$ cat config.mk
export PLATFORM = sky130hd
export DESIGN_NAME = bsc_encoder
export DESIGN_NICKNAME = d
export VERILOG_FILES = /design/src/rtl/bsc_encoder.sv
export SDC_FILE = /design/constraint.sdc
export NUM_CORES = 1
export LEC_CHECK = 0
export CAP_MARGIN = 20
export CORE_AREA = 2 2 74 76
export CTS_CLUSTER_SIZE = 14
export DETAILED_ROUTE_END_ITERATION = 6
export DIE_AREA = 0 0 76 78
export MAX_ROUTING_LAYER = met4
export PLACE_DENSITY_LB_ADDON = 0.3
export SYNTH_ARGS = -nofsm -noshare
export SYNTH_HDL_FRONTEND = slang
export SYNTH_SLANG_ARGS = --single-unit
$ cat constraint.sdc
create_clock -name DOUB_BLF -period 9.16 [get_ports DOUB_BLF]
set_clock_uncertainty 0.05 [all_clocks]
set_input_delay 1.374 -clock DOUB_BLF [delete_from_list [all_inputs] [get_ports DOUB_BLF]]
set_output_delay 1.374 -clock DOUB_BLF [all_outputs]
set_load 0.1 [all_outputs]
$ cat src/rtl/bsc_encoder.sv
// bsc_encoder
//   Backscatter line encoder for the tag reply path. Builds one complete reply
//   frame: an optional pilot, the preamble, a streamed payload of up to
//   2^LEN_W-1 bits and the dummy-1 terminator. The frame is FM0-coded or
//   Miller-coded with M=2/4/8. Payload bits are pulled one symbol at a time
//   from an external shift register through bit_rd/bit_in.
//   One DOUB_BLF cycle is one half-BLF period.
//
// Ports
//   DOUB_BLF  in   clock (2x BLF)
//   rst_n     in   synchronous active-low reset
//   start     in   1-cycle frame request, accepted in IDLE or DONE
//   abort     in   kill the frame in progress (wins over start)
//   m_value   in   00 FM0, 01 M2, 10 M4, 11 M8 (latched at start)
//   trext     in   pilot enable (latched at start)
//   bit_len   in   payload bit count (latched at start)
//   bit_in    in   current payload bit, valid while bit_rd=1
//   bit_rd    out  1-cycle pulse in the first cycle of each payload symbol
//   tag_data  out  encoded backscatter level
//   busy      out  frame in progress
//   done      out  1-cycle pulse after the last dummy-1 cycle
module bsc_encoder #(
  parameter int LEN_W     = 12,
  parameter int PILOT_FM0 = 12,
  parameter int PILOT_MS  = 4,
  parameter int PILOT_ML  = 16
) (
  input  logic             DOUB_BLF,
  input  logic             rst_n,
  input  logic             start,
  input  logic             abort,
  input  logic [1:0]       m_value,
  input  logic             trext,
  input  logic [LEN_W-1:0] bit_len,
  input  logic             bit_in,
  output logic             bit_rd,
  output logic             tag_data,
  output logic             busy,
  output logic             done
);

  typedef enum logic [2:0] {
    S_IDLE,
    S_PILOT,
    S_PRE,
    S_DATA,
    S_DUMMY,
    S_DONE
  } state_t;

  // FM0 preamble half-bits 110100100011, stored LSB = first half-bit.
  localparam logic [11:0] FM0_PRE = 12'b110001001011;
  // Miller preamble symbols 010111, stored LSB = first symbol.
  localparam logic [5:0]  MIL_PRE = 6'b111010;

  state_t           r_state;
  logic [LEN_W-1:0] r_sym;       // symbol index within the current phase
  logic [3:0]       r_half;      // cycle index within the current symbol
  logic [3:0]       r_half_max;  // symbol length - 1 (FM0 1, Miller 2M-1)
  logic [LEN_W-1:0] r_pilot_m1;  // pilot symbol count - 1
  logic [LEN_W-1:0] r_len;
  logic             r_miller;
  logic             r_fm0;       // FM0 level of the current cycle
  logic             r_sc;        // Miller subcarrier phase
  logic             r_b;         // Miller baseband before any start-of-symbol flip
  logic             r_prev;      // previous coded Miller symbol
  logic             r_cur_bit;   // bit of the current symbol, held after cycle 0
  logic             r_busy;
  logic             r_bit_rd;
  logic             r_done;

  state_t           w_state_n;
  logic [LEN_W-1:0] w_sym_n;
  logic [3:0]       w_half_n;
  logic             w_launch;
  logic             w_last_half;
  logic             w_sym_bit;
  logic             w_coded;
  logic             w_inv_start;
  logic             w_inv_mid;
  logic             w_b;
  logic             w_fm0_n;
  logic             w_busy_n;

  assign w_last_half = (r_half == r_half_max);
  // Pilot symbols are excluded from the Miller inversion rules.
  assign w_coded = (r_state == S_PRE) || (r_state == S_DATA) || (r_state == S_DUMMY);

  // Bit carried by the current symbol. A payload bit is only present on
  // bit_in during its first cycle, so it is held in r_cur_bit afterwards.
  always_comb begin
    w_sym_bit = 1'b0;
    case (r_state)
      S_PRE:   w_sym_bit = MIL_PRE[r_sym[2:0]];
      S_DATA:  w_sym_bit = (r_half == 4'd0) ? bit_in : r_cur_bit;
      S_DUMMY: w_sym_bit = 1'b1;
      default: w_sym_bit = 1'b0;
    endcase
  end

  // A data-0 after a data-0 flips b at the symbol boundary. For payload
  // symbols the bit only arrives in that same cycle, so the flip is applied
  // combinationally on top of r_b and folded into r_b at the next edge.
  assign w_inv_start = w_coded && (r_half == 4'd0) && !w_sym_bit && !r_prev;
  assign w_b         = r_b ^ w_inv_start;
  // A data-1 flips b after M cycles; (2M-1)>>1 is M-1, the cycle before.
  assign w_inv_mid   = w_coded && w_sym_bit && (r_half == (r_half_max >> 1));

  // Position (state, symbol, half) of the next cycle.
  always_comb begin
    w_state_n = r_state;
    w_sym_n   = r_sym;
    w_half_n  = r_half + 4'd1;
    w_launch  = 1'b0;
    if (r_state == S_IDLE) begin
      w_sym_n  = '0;
      w_half_n = '0;
      w_launch = start;
    end else if (r_state == S_DONE) begin
      w_state_n = S_IDLE;
      w_sym_n   = '0;
      w_half_n  = '0;
      w_launch  = start;
    end else if (w_last_half) begin
      w_half_n = '0;
      w_sym_n  = r_sym + LEN_W'(1);
      if (r_state == S_PILOT) begin
        if (r_sym == r_pilot_m1) begin
          w_state_n = S_PRE;
          w_sym_n   = '0;
        end
      end else if (r_state == S_PRE) begin
        if (r_sym == LEN_W'(5)) begin
          w_state_n = (r_len != '0) ? S_DATA : S_DUMMY;
          w_sym_n   = '0;
        end
      end else if (r_state == S_DATA) begin
        if (r_sym == r_len - LEN_W'(1)) begin
          w_state_n = S_DUMMY;
          w_sym_n   = '0;
        end
      end else begin
        w_state_n = S_DONE;
        w_sym_n   = '0;
      end
    end
    if (w_launch) begin
      w_state_n = (trext || (m_value != 2'b00)) ? S_PILOT : S_PRE;
      w_sym_n   = '0;
      w_half_n  = '0;
    end
    if (abort) begin
      w_state_n = S_IDLE;
      w_sym_n   = '0;
      w_half_n  = '0;
      w_launch  = 1'b0;
    end
  end

  // FM0 level of the next cycle. Pilot and preamble are fixed patterns; data
  // and dummy invert at every boundary, and data-0 also inverts mid-symbol.
  always_comb begin
    w_fm0_n = 1'b0;
    case (w_state_n)
      S_PILOT: w_fm0_n = (w_half_n == 4'd0);
      S_PRE:   w_fm0_n = FM0_PRE[{w_sym_n[2:0], w_half_n[0]}];
      S_DATA,
      S_DUMMY: w_fm0_n = (w_half_n == 4'd0) ? ~r_fm0 : (w_sym_bit ? r_fm0 : ~r_fm0);
      default: w_fm0_n = 1'b0;
    endcase
  end

  assign w_busy_n = (w_state_n == S_PILOT) || (w_state_n == S_PRE) ||
                    (w_state_n == S_DATA)  || (w_state_n == S_DUMMY);

  always_ff @(posedge DOUB_BLF) begin
    if (!rst_n) begin
      r_state    <= S_IDLE;
      r_sym      <= '0;
      r_half     <= '0;
      r_half_max <= '0;
      r_pilot_m1 <= '0;
      r_len      <= '0;
      r_miller   <= 1'b0;
      r_fm0      <= 1'b0;
      r_sc       <= 1'b0;
      r_b        <= 1'b0;
      r_prev     <= 1'b0;
      r_cur_bit  <= 1'b0;
      r_busy     <= 1'b0;
      r_bit_rd   <= 1'b0;
      r_done     <= 1'b0;
    end else begin
      r_state   <= w_state_n;
      r_sym     <= w_sym_n;
      r_half    <= w_half_n;
      r_busy    <= w_busy_n;
      r_bit_rd  <= (w_state_n == S_DATA) && (w_half_n == 4'd0);
      r_done    <= (w_state_n == S_DONE);
      r_fm0     <= w_fm0_n;
      r_sc      <= ~r_sc;
      r_b       <= w_b ^ w_inv_mid;
      r_cur_bit <= w_sym_bit;
      if (w_coded && w_last_half) begin
        r_prev <= w_sym_bit;
      end
      if (w_launch) begin
        r_len    <= bit_len;
        r_miller <= (m_value != 2'b00);
        r_sc     <= 1'b1;
        r_b      <= 1'b0;
        // The preamble's leading 0 must not invert, so the history starts at 1.
        r_prev   <= 1'b1;
        case (m_value)
          2'b00:   r_half_max <= 4'd1;
          2'b01:   r_half_max <= 4'd3;
          2'b10:   r_half_max <= 4'd7;
          default: r_half_max <= 4'd15;
        endcase
        if (m_value == 2'b00) begin
          r_pilot_m1 <= LEN_W'(PILOT_FM0 - 1);
        end else if (trext) begin
          r_pilot_m1 <= LEN_W'(PILOT_ML - 1);
        end else begin
          r_pilot_m1 <= LEN_W'(PILOT_MS - 1);
        end
      end
    end
  end

  assign bit_rd   = r_bit_rd;
  assign busy     = r_busy;
  assign done     = r_done;
  assign tag_data = r_busy && (r_miller ? (w_b ^ r_sc) : r_fm0);

endmodule

==> impl_metrics.tcl, run 1 <==
set metrics [dict create \
    post_cts_buffers 0 \
    finalHoldViolCount 0 \
    holdCritPathClass "flip-flop to flip-flop" \
    ys_types 66 \
    htree_num_levels 2 \
    power_frac_comb 0.201 \
    synth_area_per_cell_um2 7.91 \
    clkLatencyLatePin_ns 0.31 \
    period_share 0.614 \
    fmax_mhz 178 \
    area_growth_pct 10.6 \
    numCtsBuffers 5 \
    drive_gt1_frac 0.0804 \
    holdCritStartpoint "r_sc$_SDFF_PN0_" \
    design.core.area_um2 5040 \
    synth-async-reset-ratio 0 \
    sw_frac_of_total 0.289 \
    fill_cells 444 \
    num_vias 2800 \
    whs_endpoint "r_sc$_SDFF_PN0_" \
    syn-num-nets 418 \
    yosysTopAreaCell "dfxtp_1" \
    dieArea_um2 5930 \
    drt_iter0_drc 131 \
    clk_pin_slew_ns 0.09 \
    antenna_cells 0 \
    clkSinkCount 47 \
    place_ws_ns 3.55 \
    setup_violations 0 \
    crit_type "primary input to primary output" \
    drtAntennaViolNets 0 \
    power_mw 0.468 \
    grt_usage 0.262 \
    reg2reg_depth 11 \
    cell_internal_pwr_mw 0.333 \
    nets 422 \
    status "finished clean" \
    ioPinCount 24 \
    yosys_warnings 0 \
    reg2reg_to "r_fm0$_SDFFE_PN0P_" \
    std_cell_rows 26 \
    critPathArrivalTime_ns 4.20 \
    cts_tree "done" \
    dp_cells 460 \
    power.share.clock 0.331 \
    instances_no_fill 468 \
    reg2reg_from "r_len[0]$_SDFFE_PN0P_" \
    slew_headroom 0.352 \
    globalplace.congestion 0.915 \
    start_util 0.617 \
    synth_edf_count 0 \
    dr.pass1.iters 4 \
    routedWlPerCell_um 15.5 \
    setup_ws_ns 3.54 \
    fin_setup_tns_ns 0 \
    p_sw_mw 0.135 \
    ys.flop_type "dfxtp_1" \
    hpwl_um 5370 \
    pwr-share-seq 0.468 \
    r2r_setup_slack_ns 5.32 \
    ir_drop_mv 0.0922 \
    synth_area_um2 3110 \
    ys_seq_area_frac 0.302 \
    die_w_um 76 \
    port_buffers 23 \
    vias_per_cell 5.98 \
    netlist_instances 393 \
    cellLeakagePower_nw 1.27 \
    slew_viol_final 0 \
    clock_path_buffers 2 \
    grt_pass1_wl_um 12300 \
    max_slew.worst_pin.slew_ns 0.969 \
    finalCriticalPeriod_ns 5.62 \
    critPathMaxFanout 5 \
    synth_seq_cells 47 \
    crit_path_start_kind "primary input" \
    synth_top_area_frac 0.302 \
    worstPathRequired_ns 7.74 \
    routed_wirelength_um 7250 \
    antenna_found_initial 0 \
    grt_pass1_vias 2602 \
    worst_hold_path.num_cells 1 \
    cap_violations 0 \
    end_kind "primary output" \
    rsz0062_at_grt "false" \
    ctsRootBufferMaster "clkbuf_8" \
    final_cell_mix "dfxtp_1, nand2_1, nor2_1, a21oi_1, clkdlybuf4s50_1" \
    grt_max_degree 26 \
    post_cts_resize_count 0 \
    cts_hold_buf 0 \
    grt_overflow 0 \
    die_h_um 78 \
    layout_commonest_cell "dfxtp_1" \
    p_per_area_nw_per_um2 136 \
    drc 0 \
    synthTopCellsByArea "dfxtp_1, nand2_1, nor2_1" \
]
worst max-delay path: stages:
cell             delay, ns
clkdlybuf4s50_1       0.46
mux2i_1               0.07
o22ai_1               0.40
nor2_1                0.12
xnor2_1               0.27
xnor2_1               0.16
mux2i_1               0.09
nor2b_1               0.12
clkdlybuf4s50_1       1.14
layer usage:
metal  wire length (um)  vias to the layer above  GRT usage
li1                   -                     1403          -
met1               3190                     1340      0.312
met2               3730                       52      0.455
met3                271                        5     0.0523
met4                 63                        0     0.0709
met5                  0                        -          -
worst max-delay path by stage:
stage | start | to | slack, ns | cells past startpoint
floorplan | bit_in | tag_data | 4.04 | 7
global placement | bit_in | tag_data | 3.59 | 9
detailed placement | bit_in | tag_data | 3.55 | 9
CTS | bit_in | tag_data | 3.53 | 9
global route | bit_in | tag_data | 3.37 | 9
finish | bit_in | tag_data | 3.54 | 9
Yosys cell counts, types with 2 or more instances:
cell       instances
dfxtp_1           47
nand2_1           46
nor2_1            45
a21oi_1           24
clkbuf_1          21
xor2_1            19
xnor2_1           17
nand3_1           16
nor3_1            15
inv_1             10
o21ai_0            9
nor4_1             8
a31oi_1            6
mux2i_1            6
and2_1             5
ha_1               5
nand2b_1           5
or3_1              5
a21o_1             4
nor2b_1            4
o31a_1             4
or4_1              4
a41oi_1            3
and3_1             3
buf_2              3
nand3b_1           3
nor4b_1            3
o22ai_1            3
o311a_1            3
a2111oi_4          2
a211o_1            2
a211oi_1           2
buf_6              2
clkinv_1           2
nand4_1            2
o21a_1             2
o21ba_2            2
o221a_2            2
or3b_2             2
registers in the layout, summed over array words and instances (netlist names), named ones only:
| signal | flops |
|---|---|
| r_miller | 1 |
| r_cur_bit | 1 |
| r_prev | 1 |
| r_len | 12 |
| r_half | 4 |
| r_sym | 12 |
| bit_rd | 1 |
| r_sc | 1 |
| busy | 1 |
| done | 1 |
| r_pilot_m1 | 2 |
| r_half_max | 4 |
| r_b | 1 |
| r_fm0 | 1 |
| r_state | 3 |
cell families after synthesis:
logic type	Yosys count	synth area share
compound gates	81	0.198
xor+xnor	36	0.101
fa+ha+maj	5	0.0201
buf+inv	40	0.0555
flops	47	0.302
mux	8	0.0278
simple gates	176	0.295
power groups by stage:
stage	logic, mW	clock network (mW)	registers (mW)
final	0.0943	0.155	0.219
after CTS	0.0939	0.158	0.219
after detailed placement	0.0932	0	0.224
after global placement	0.0914	0	0.223
after global routing	0.104	0.165	0.220
after floorplan	0.0718	0	0.222
per-stage QoR:
step | util | hold slack (ns) | cell area, um2
2_1_floorplan | - | 0.381 | 3110
3_3_place_gp | 0.660 | 0.407 | 3330
5_1_grt | 0.682 | 0.441 | 3440
4_1_cts | 0.682 | 0.426 | 3440
6_report | 0.682 | 0.427 | 3440
3_5_place_dp | 0.660 | 0.412 | 3330
area by class of cell:
| class | instances | area [um2] | area share |
|---|---|---|---|
| repair buffers | 25 | 245 | 0.0713 |
| multi-input cells | 306 | 2010 | 0.584 |
| well taps | 70 | 87.6 | 0.0255 |
| clock buffers | 5 | 68.8 | 0.0200 |
| inverters | 12 | 45.0 | 0.0131 |
| flip-flops and latches | 47 | 941 | 0.274 |
| clock inverters | 3 | 43.8 | 0.0127 |
Note: power is estimated with default switching activity, not from simulation.
==> inputs of run 2 (changes only) <==
--- a/config.mk
+++ b/config.mk
@@ -6,10 +6,10 @@
 export NUM_CORES = 1
 export LEC_CHECK = 0
 export CAP_MARGIN = 20
-export CORE_AREA = 2 2 74 76
+export CORE_AREA = 2 2 76 78
 export CTS_CLUSTER_SIZE = 14
 export DETAILED_ROUTE_END_ITERATION = 6
-export DIE_AREA = 0 0 76 78
+export DIE_AREA = 0 0 78 80
 export MAX_ROUTING_LAYER = met4
 export PLACE_DENSITY_LB_ADDON = 0.3
 export SYNTH_ARGS = -nofsm -noshare
==> constraint.sdc (replaced) <==
create_clock -name DOUB_BLF -period 5.7 [get_ports DOUB_BLF]
set_clock_uncertainty 0.05 [all_clocks]
set_input_delay 0.855 -clock DOUB_BLF [delete_from_list [all_inputs] [get_ports DOUB_BLF]]
set_output_delay 0.855 -clock DOUB_BLF [all_outputs]
set_load 0.1 [all_outputs]
==> run 2 against run 1 <==
Effect of this change:
- non-clock buffer count is the same
- final area grew 0.25%
- setup slack lost 1.9 ns
- cell count grew 0.43%
- critical path depth grew 1
- first-iteration DRC count grew 14%
- critical path type is now flip-flop to primary output
- critical endpoint unchanged
- highest routed layer unchanged
==> impl_metrics.tcl, run 2 (synthesized netlist as in run 1, its figures left out) <==
set metrics [dict create \
    grt_max_degree 26 \
    power.share.clock 0.335 \
    std_cell_rows 27 \
    num_vias 2858 \
    slew_viol_final 0 \
    drt_iter0_drc 149 \
    critPathBufInv 2 \
    globalplace.congestion 1.03 \
    design.core.area_um2 5410 \
    numCtsBuffers 5 \
    cts_tree "done" \
    crit_path_start_kind "flip-flop" \
    reg2reg_from "r_len[0]$_SDFFE_PN0P_" \
    grt_overflow 0 \
    drc 0 \
    final_cell_area_um2 3450 \
    post_cts_buffers 0 \
    period_share 0.710 \
    holdCritStartpoint "r_sc$_SDFF_PN0_" \
    place_ws_ns 1.87 \
    cap_violations 0 \
    cp.depth 10 \
    port_buffers 23 \
    grt_pass1_vias 2626 \
    ioPinCount 24 \
    final_cell_mix "dfxtp_1, nand2_1, nor2_1, a21oi_1, clkdlybuf4s50_1" \
    grt_usage 0.261 \
    clkLatencyLatePin_ns 0.31 \
    holdCritPathClass "flip-flop to flip-flop" \
    cell_internal_pwr_mw 0.547 \
    antenna_cells 0 \
    dr.pass1.iters 5 \
    reg2reg_depth 9 \
    power_mw 0.759 \
    status "finished clean" \
    finalHoldViolCount 0 \
    area_growth_pct 10.9 \
    end_kind "primary output" \
    routedWlPerCell_um 15.9 \
    rsz0062_at_grt "false" \
    dieArea_um2 6240 \
    slew_headroom 0.351 \
    hpwl_um 5470 \
    cp_top_family "buffers and inverters" \
    clkSinkCount 47 \
    routed_wirelength_um 7460 \
    worst_hold_path.num_cells 1 \
    p_sw_mw 0.212 \
    dpl_cell_area_um2 3320 \
    cts_hold_buf 0 \
    fmax_mhz 247 \
    final_core_util 0.638 \
    pwr-share-seq 0.463 \
    clk_pin_slew_ns 0.09 \
    fin_setup_tns_ns 0 \
    worstPathRequired_ns 4.80 \
    antenna_found_initial 0 \
    whs_endpoint "r_sc$_SDFF_PN0_" \
    grt_pass1_wl_um 12600 \
    ctsRootBufferMaster "clkbuf_8" \
    htree_num_levels 2 \
    slowest_delay_ns 0.58 \
    drive_gt1_frac 0.0829 \
    setup_ws_ns 1.65 \
    ir_drop_mv 0.147 \
    max_slew.worst_pin.slew_ns 0.970 \
    sw_frac_of_total 0.280 \
    drtAntennaViolNets 0 \
    cellLeakagePower_nw 1.28 \
    slowest_stage "dfxtp_1" \
    r2r_setup_slack_ns 1.94 \
    start_util 0.575 \
    layout_commonest_cell "dfxtp_1" \
    die_h_um 80 \
    vias_per_cell 6.08 \
    clock_path_buffers 2 \
    post_cts_resize_count 0 \
    critPathArrivalTime_ns 3.14 \
    top_regs "r_len (12), r_sym (12)" \
    p_per_area_nw_per_um2 220 \
    nets 422 \
    crit_type "flip-flop to primary output" \
    setup_violations 0 \
    finalCriticalPeriod_ns 4.05 \
    die_w_um 78 \
    critPathMaxFanout 12 \
    power_frac_comb 0.202 \
    reg2reg_to "r_fm0$_SDFFE_PN0P_" \
    worstPathCellList "clkinv_1 > nor2_1 > a21oi_1 > o22ai_1 > nor2_1 > xnor2_1 > xnor2_1 > mux2i_1 > nor2b_1 > buf_4" \
]
## run 2: worst max path at each step
stage,to,slack [ns],from
after floorplan,tag_data,1.46,r_half[0]$_SDFF_PN0_
after global placement,tag_data,2.02,bit_in
after detailed placement,tag_data,1.87,bit_in
after CTS,tag_data,1.66,r_state[1]$_SDFF_PN0_
after global routing,tag_data,1.46,r_state[1]$_SDFF_PN0_
final,tag_data,1.65,r_state[1]$_SDFF_PN0_
## run 2: stage by stage
step	hold WS [ns]	instances
final	0.419	470
after global routing	0.441	470
after CTS	0.428	469
after global placement	0.413	461
after floorplan	0.381	393
after detailed placement	0.417	461
## run 2: layout make-up
cell class / count / area [um2]
fill: 495 / 1960
timing repair buffer: 25 / 246
multi-input combinational: 306 / 2010
inverter: 12 / 45.0
sequential: 47 / 941
clock buffer: 6 / 82.6
clock inverter: 2 / 35.0
tap: 72 / 90.1
## run 2: power groups by stage
stage	sequential (mW)	combinational (mW)	clock (mW)
after floorplan	0.356	0.115	0
after global placement	0.359	0.146	0
after detailed placement	0.359	0.150	0
after CTS	0.352	0.151	0.261
after global routing	0.353	0.168	0.273
final	0.352	0.153	0.254
## run 2: metal layers
| metal | wire length, um | track usage | vias to the layer above |
|---|---|---|---|
| met3 | 344 | 0.0441 | 24 |
| li1 | - | - | 1407 |
| met4 | 233 | 0.139 | 0 |
| met1 | 3340 | 0.313 | 1344 |
| met5 | 0 | - | - |
| met2 | 3550 | 0.423 | 83 |
